[src/rtl/core_loader_pkg.sv]
// Shared constants for the boot-time program loader:
// command codes, FSM state encodings and frame field lengths.
package core_loader_pkg;

    localparam logic [7:0] CMD_INST  = 8'h01;
    localparam logic [7:0] CMD_REG   = 8'h02;
    localparam logic [7:0] CMD_START = 8'h03;

    localparam logic [3:0] S_IDLE    = 4'd0;
    localparam logic [3:0] S_F_ADDR  = 4'd1;
    localparam logic [3:0] S_F_DATA  = 4'd2;
    localparam logic [3:0] S_F_IDX   = 4'd3;
    localparam logic [3:0] S_F_RDATA = 4'd4;
    localparam logic [3:0] S_F_START = 4'd5;
    localparam logic [3:0] S_WR_INST = 4'd6;
    localparam logic [3:0] S_WR_REG  = 4'd7;
    localparam logic [3:0] S_RUN     = 4'd8;
    localparam logic [3:0] S_ERR     = 4'd9;

    // Address/data fields are 4 bytes; the register index is 1 byte.
    localparam int FIELD_BYTES = 4;

    function automatic logic rx_state(input logic [3:0] s);
        return (s == S_IDLE)    || (s == S_F_ADDR)  ||
               (s == S_F_DATA)  || (s == S_F_IDX)   ||
               (s == S_F_RDATA) || (s == S_F_START);
    endfunction

endpackage

[src/rtl/core_loader_if.sv]
// Byte-stream valid/ready handshake feeding the loader.
interface core_loader_if;
    logic [7:0] i_byte;
    logic       i_valid;
    logic       o_ready;

    modport master (output i_byte, output i_valid, input o_ready);
    modport slave  (input i_byte, input i_valid, output o_ready);
endinterface

[src/rtl/core_loader_le_word_collector.sv]
// Little-endian 4-byte field assembler shared by all loader field states.
module le_word_collector
    import core_loader_pkg::*;
(
    input  logic        clk,
    input  logic        rst,
    input  logic        clr,
    input  logic        accept,
    input  logic [7:0]  byte_in,
    output logic [31:0] word,
    output logic        word_done
);

    logic [1:0]  cnt;
    logic [31:0] sr;

    // word is the value including the byte accepted this cycle
    assign word      = {byte_in, sr[31:8]};
    assign word_done = accept && (cnt == 2'(FIELD_BYTES - 1));

    always_ff @(posedge clk) begin
        if (rst || clr) begin
            cnt <= 2'd0;
            sr  <= 32'd0;
        end else if (accept) begin
            cnt <= cnt + 2'd1;
            sr  <= word;
        end
    end

endmodule

[src/rtl/core_loader.sv]
// Frame decoder and setup-path driver that preloads the core,
// then releases it on START.
module core_loader
    import core_loader_pkg::*;
#(
    parameter int INST_DEPTH = 1024
) (
    input  logic        clk,
    input  logic        rst,
    core_loader_if.slave bus,
    output logic        o_setup,
    output logic [31:0] o_inst_mem_addr,
    output logic [31:0] o_inst_mem_data,
    output logic        o_inst_wr,
    output logic [4:0]  o_load_reg_addr,
    output logic [31:0] o_load_reg_data,
    output logic        o_reg_wr,
    output logic [31:0] o_pc_instr_start_addr,
    output logic        o_done,
    output logic        o_error
);

    localparam logic [31:0] INST_LIMIT = 32'(INST_DEPTH * 4);

    logic [3:0]  state, state_d;
    logic        ready_q;
    logic [31:0] addr_q;
    logic [4:0]  idx_q;
    logic        acc, col_acc, done;
    logic [31:0] word;
    logic        addr_bad;

    assign bus.o_ready = ready_q;
    assign acc         = bus.i_valid && ready_q;
    assign col_acc     = acc && ((state == S_F_ADDR)  ||
                                 (state == S_F_DATA)  ||
                                 (state == S_F_RDATA) ||
                                 (state == S_F_START));
    assign addr_bad    = (word[1:0] != 2'b00) || (word >= INST_LIMIT);

    le_word_collector u_col (
        .clk       (clk),
        .rst       (rst),
        .clr       (state == S_IDLE),
        .accept    (col_acc),
        .byte_in   (bus.i_byte),
        .word      (word),
        .word_done (done)
    );

    always_comb begin
        state_d = state;
        unique case (state)
            S_IDLE: begin
                if (acc) begin
                    unique case (1'b1)
                        (bus.i_byte == CMD_INST):  state_d = S_F_ADDR;
                        (bus.i_byte == CMD_REG):   state_d = S_F_IDX;
                        (bus.i_byte == CMD_START): state_d = S_F_START;
                        default:                   state_d = S_ERR;
                    endcase
                end
            end
            S_F_ADDR:
                if (done) state_d = addr_bad ? S_ERR : S_F_DATA;
            S_F_DATA:
                if (done) state_d = S_WR_INST;
            S_F_IDX:
                if (acc) state_d = (bus.i_byte[7:5] != 3'd0) ? S_ERR : S_F_RDATA;
            S_F_RDATA:
                if (done) state_d = S_WR_REG;
            S_F_START:
                if (done) state_d = (word[1:0] != 2'b00) ? S_ERR : S_RUN;
            S_WR_INST: state_d = S_IDLE;
            S_WR_REG:  state_d = S_IDLE;
            S_RUN:     state_d = S_RUN;
            S_ERR:     state_d = S_ERR;
            default:   state_d = S_ERR;
        endcase
    end

    always_ff @(posedge clk) begin
        if (rst) begin
            state                 <= S_IDLE;
            ready_q               <= 1'b1;
            addr_q                <= 32'd0;
            idx_q                 <= 5'd0;
            o_setup               <= 1'b1;
            o_inst_mem_addr       <= 32'd0;
            o_inst_mem_data       <= 32'd0;
            o_inst_wr             <= 1'b0;
            o_load_reg_addr       <= 5'd0;
            o_load_reg_data       <= 32'd0;
            o_reg_wr              <= 1'b0;
            o_pc_instr_start_addr <= 32'd0;
            o_done                <= 1'b0;
            o_error               <= 1'b0;
        end else begin
            state     <= state_d;
            ready_q   <= rx_state(state_d);
            o_inst_wr <= 1'b0;
            o_reg_wr  <= 1'b0;
            if (state == S_F_ADDR && done)
                addr_q <= word;
            if (state == S_F_IDX && acc)
                idx_q <= bus.i_byte[4:0];
            if (state == S_F_DATA && done) begin
                o_inst_mem_addr <= addr_q;
                o_inst_mem_data <= word;
                o_inst_wr       <= 1'b1;
            end
            // Register x0 is hardwired, so its write is dropped silently
            if (state == S_F_RDATA && done && idx_q != 5'd0) begin
                o_load_reg_addr <= idx_q;
                o_load_reg_data <= word;
                o_reg_wr        <= 1'b1;
            end
            if (state == S_F_START && state_d == S_RUN) begin
                o_pc_instr_start_addr <= word;
                o_done                <= 1'b1;
                o_setup               <= 1'b0;
            end
            if (state_d == S_ERR)
                o_error <= 1'b1;
        end
    end

endmodule

[src/flat_wrapper.sv]
// flat-port wrapper written by rule: the top's interface ports become plain ports
module core_loader_flat import core_loader_pkg::*;
#(
    parameter int INST_DEPTH = 1024
)
  (clk, rst, o_setup, o_inst_mem_addr, o_inst_mem_data, o_inst_wr, o_load_reg_addr, o_load_reg_data, o_reg_wr, o_pc_instr_start_addr, o_done, o_error, bus_i_byte, bus_i_valid, bus_o_ready);
  core_loader_if bus_i ();
  input  logic clk;
  input  logic rst;
  output logic o_setup;
  output logic [31:0] o_inst_mem_addr;
  output logic [31:0] o_inst_mem_data;
  output logic o_inst_wr;
  output logic [4:0] o_load_reg_addr;
  output logic [31:0] o_load_reg_data;
  output logic o_reg_wr;
  output logic [31:0] o_pc_instr_start_addr;
  output logic o_done;
  output logic o_error;
  input wire logic [$bits(bus_i.i_byte)-1:0] bus_i_byte;
  input wire logic [$bits(bus_i.i_valid)-1:0] bus_i_valid;
  output wire logic [$bits(bus_i.o_ready)-1:0] bus_o_ready;
  assign bus_i.i_byte = bus_i_byte;
  assign bus_i.i_valid = bus_i_valid;
  assign bus_o_ready = bus_i.o_ready;
  core_loader #(.INST_DEPTH(INST_DEPTH)) u_core (.clk(clk), .rst(rst), .bus(bus_i), .o_setup(o_setup), .o_inst_mem_addr(o_inst_mem_addr), .o_inst_mem_data(o_inst_mem_data), .o_inst_wr(o_inst_wr), .o_load_reg_addr(o_load_reg_addr), .o_load_reg_data(o_load_reg_data), .o_reg_wr(o_reg_wr), .o_pc_instr_start_addr(o_pc_instr_start_addr), .o_done(o_done), .o_error(o_error));
endmodule
[config.mk]
export PLATFORM = sky130hd
export DESIGN_NAME = core_loader_flat
export DESIGN_NICKNAME = d
export VERILOG_FILES = /design/src/rtl/core_loader_pkg.sv /design/src/rtl/core_loader_if.sv /design/src/rtl/core_loader_le_word_collector.sv /design/src/rtl/core_loader.sv /design/src/flat_wrapper.sv
export SDC_FILE = /design/constraint.sdc
export NUM_CORES = 1
export LEC_CHECK = 0
export ABC_AREA = 1
export BUFFER_PORTS_ARGS = -buffer_cell sky130_fd_sc_hd__buf_4
export CAP_MARGIN = 20
export CORE_UTILIZATION = 45
export DETAILED_ROUTE_END_ITERATION = 12
export GPL_TIMING_DRIVEN = 0
export PLACE_DENSITY_LB_ADDON = 0.08
export SLEW_MARGIN = 20
export SYNTH_ARGS = -nofsm -noshare
export SYNTH_HDL_FRONTEND = slang
export SYNTH_SLANG_ARGS = --single-unit
[constraint.sdc]
create_clock -name clk -period 5.15 [get_ports clk]
set_input_delay 0.2575 -clock clk [delete_from_list [all_inputs] [get_ports clk]]
set_output_delay 0.2575 -clock clk [all_outputs]
set_load 0.02 [all_outputs]
==> impl_metrics.tcl <==
set metrics [dict create \
    r2r_slack_ns 2.90 \
    port_buffers 148 \
    irDropWorstVdd_v 0.000222 \
    dr.pass1.iters 5 \
    hold_depth 3 \
    drive_gt1_frac 0.187 \
    hold_path.startpoint "bus_i_byte[7]" \
    synth.cell_area_sq_um 7650 \
    grt.met1_usage 0.368 \
    synth_seq_area_share 0.539 \
    die_h_um 132 \
    syn_inst 1014 \
    grt_use_met2 0.395 \
    grt.met3_usage 0.0415 \
    synth_cell_types 29 \
    worst_r2r_path_depth 12 \
    path_clk_slew_ns 0.06 \
    syn_nets 1026 \
    routabilityCongestion 0.881 \
    power_leakage_nw 4.43 \
    area_growth_pct 27.3 \
    cp_data_arrival_time_ns 2.64 \
    root_buffer "clkbuf_16" \
    p_clk_frac 0.464 \
    cp_max_fo 10 \
    ys_warn_count 0 \
    hpwlAfterDp_um 15600 \
    cp.required_ns 5.55 \
    routedWlPerCell_um 16.3 \
    core-area_sq_um 16600 \
    setup_viol 0 \
    slew_headroom 0.554 \
    num-fill-cells 1626 \
    post-route-util 0.587 \
    p_per_area_nw_per_um2 341 \
    grt_pass1_vias 6280 \
    layout_min_cycle_time_ns 2.25 \
    drc 0 \
    hp-class "input port to flop" \
    cts_tree "yes" \
    worst_pin_slew_ns 0.670 \
    yosys.area.top_type "dfxtp_1" \
    grt.overflow.total 0 \
    cts_setup_buffers 0 \
    start_util 0.461 \
    busiest_layer "met2" \
    finalCritPeriodShare 0.436 \
    via_per_inst 5.01 \
    rsz0062_at_grt "no" \
    ys_seq_elements 206 \
    antenna_cells 0 \
    p_total_mw 3.32 \
    seq_power_share 0.490 \
    h-tree-depth 1 \
    timing.rr.start "u_core.bus.o_ready" \
    ctsHoldBuffers 0 \
    cts_max_path_buffers 3 \
    r2r_end "u_core.o_pc_instr_start_addr[31]" \
    avgSynthCellArea_sq_um 7.54 \
    pwr-share-comb 0.046 \
    ctsResizeCount 0 \
    drt-total-wl_um 23100 \
    clock-sinks 206 \
    crit_path_start_kind "flop" \
    dr_total_vias 7105 \
    num-nets-final 1198 \
    finalHoldViolations 0 \
    insertion_delay_ns 0.50 \
    rows 47 \
    path_class "flop to flop" \
    endpoint_kind "flop" \
    fin_worst_skew_ns 0.0111 \
    max_freq_ghz 0.445 \
    internal_power_mw 2.55 \
    track_usage 0.258 \
    antenna_found_initial 0 \
    slew_violations 0 \
    pre_cts_slack_ns 2.93 \
    ios 150 \
    synth_top_area_share 0.539 \
    cts_buffers 22 \
    grt_pass1_wl_um 35100 \
    antenna_left 0 \
    p_sw_mw 0.769 \
    fp.dieArea_sq_um 17500 \
    synthTopCellsByArea "dfxtp_1 54%, nand2_1 12%, a21oi_1 8.6%" \
    tns_ns 0 \
    drtIter0Drc 529 \
    grt_max_degree 14 \
    worst_slack_ns 2.90 \
    p_sw_frac 0.232 \
    min_to "u_core.o_pc_instr_start_addr[31]" \
    die_x_um 132 \
    drv_cap 0 \
    status "finished, final reports clean" \
]
==> layout by cell type (no fill, tap or decap) <==
| cell | n |
|---|---|
| clkinv_8 | 1 |
| bufinv_16 | 1 |
| a211oi_1 | 1 |
| nand2_4 | 1 |
| nand4_2 | 1 |
| a21oi_1 | 132 |
| clkbuf_8 | 5 |
| buf_1 | 1 |
| inv_2 | 4 |
| nor2_1 | 161 |
| o21ai_0 | 74 |
| nand3_1 | 39 |
| buf_6 | 3 |
| nand2_1 | 251 |
| inv_4 | 1 |
| buf_2 | 13 |
| nand4_4 | 1 |
| a31oi_1 | 1 |
| ha_1 | 1 |
| nor3_1 | 1 |
| o211ai_1 | 1 |
| clkbuf_1 | 38 |
| buf_4 | 161 |
| nor2_2 | 2 |
| clkinvlp_4 | 1 |
| nand2_2 | 2 |
| nor2_4 | 1 |
| clkbuf_16 | 22 |
| a31oi_2 | 1 |
| nand4_1 | 4 |
| o21ai_1 | 1 |
| inv_1 | 63 |
| dfxtp_1 | 206 |
| clkinv_2 | 2 |
| or2_2 | 1 |
==> per-stage QoR <==
stage	instance area (sq um)	hold WS [ns]	cells
after floorplan	7650	0.392	1014
after global placement	9030	0.432	1382
after detailed placement	9030	0.437	1382
after CTS	9740	0.0356	1419
after global routing	9740	0.0679	1419
final	9740	0.0574	1419
==> area by class of cell <==
class                   count  area, sq um  share of cell area
clock inverters             5         63.8             0.00655
well taps                 220          275              0.0283
plain buffers              63          324              0.0333
flip-flops and latches    206         4120               0.424
inverters                  68          258              0.0265
multi-input cells         677         2940               0.302
clock buffers              32          638              0.0655
repair buffers            148         1110               0.114
==> kinds of logic after synthesis <==
logic type,count (synthesis),synth area share
AOI/OAI and AO/OA,211,0.140
adders and majority gates,1,0.00164
buffers and inverters,131,0.0761
and+or+nand+nor,465,0.243
DFF,206,0.539
==> per-layer routing <==
| metal | share of wire | vias up |
|---|---|---|
| met5 | 0 | - |
| met4 | 0.022 | 0 |
| met3 | 0.064 | 45 |
| met2 | 0.44 | 236 |
| met1 | 0.47 | 3256 |
| li1 | - | 3568 |
==> synth_stat cells <==
cell and count:
buf_4 13, nand2_1 251, o21ai_1 1, nand2_2 2, nor2_2 2, a31oi_1 1, buf_2 13, nor2_1 161
a211oi_1 1, inv_2 4, dfxtp_1 206, o21ai_0 74, clkbuf_1 33, inv_4 1, a31oi_2 1, o211ai_1 1
or2_2 1, buf_1 1, inv_1 63, nand4_4 1, ha_1 1, nand3_1 39, buf_6 3, nand4_2 1
nand2_4 1, nor3_1 1, nor2_4 1, a21oi_1 132, nand4_1 4
==> flip-flops by register name, summed over array words and instances (netlist names), 4 cells and up <==
register and count:
u_core.addr_q 32, u_core.o_inst_mem_addr 32, u_core.o_inst_mem_data 32, u_core.o_load_reg_data 32, u_core.o_pc_instr_start_addr 32, u_core.u_col.sr 24
u_core.idx_q 5, u_core.o_load_reg_addr 5, u_core.state 4
==> critical path: stages (launching register included) <==
cell	delay (ns)
dfxtp_1	0.34
nand2_1	0.18
inv_1	0.28
nand3_1	0.16
nand2_1	0.11
o21ai_0	0.08
nor2_1	0.10
nand2_1	0.08
inv_2	0.09
nand4_4	0.26
buf_2	0.30
nor2_1	0.11
nor2_1	0.05
==> how the worst max path moves through the flow <==
stage	startpoint	to	slack, ns
6_report	u_core.bus.o_ready	u_core.o_pc_instr_start_addr[31]	2.90
5_1_grt	u_core.bus.o_ready	u_core.o_pc_instr_start_addr[20]	2.69
4_1_cts	u_core.bus.o_ready	u_core.o_pc_instr_start_addr[6]	2.91
3_5_place_dp	u_core.bus.o_ready	u_core.o_pc_instr_start_addr[14]	2.93
3_3_place_gp	u_core.bus.o_ready	u_core.o_pc_instr_start_addr[6]	2.95
2_1_floorplan	u_core.bus.o_ready	u_core.o_pc_instr_start_addr[26]	3.30
==> power by group through the flow <==
| stage | combinational [mW] | clock (mW) | sequential, mW |
|---|---|---|---|
| 2_1_floorplan | 0.0935 | 0 | 1.65 |
| 3_3_place_gp | 0.148 | 0 | 1.66 |
| 3_5_place_dp | 0.149 | 0 | 1.66 |
| 4_1_cts | 0.150 | 1.56 | 1.63 |
| 5_1_grt | 0.169 | 1.62 | 1.63 |
| 6_report | 0.152 | 1.54 | 1.63 |
No activity file was read; power rests on OpenSTA's default activity.
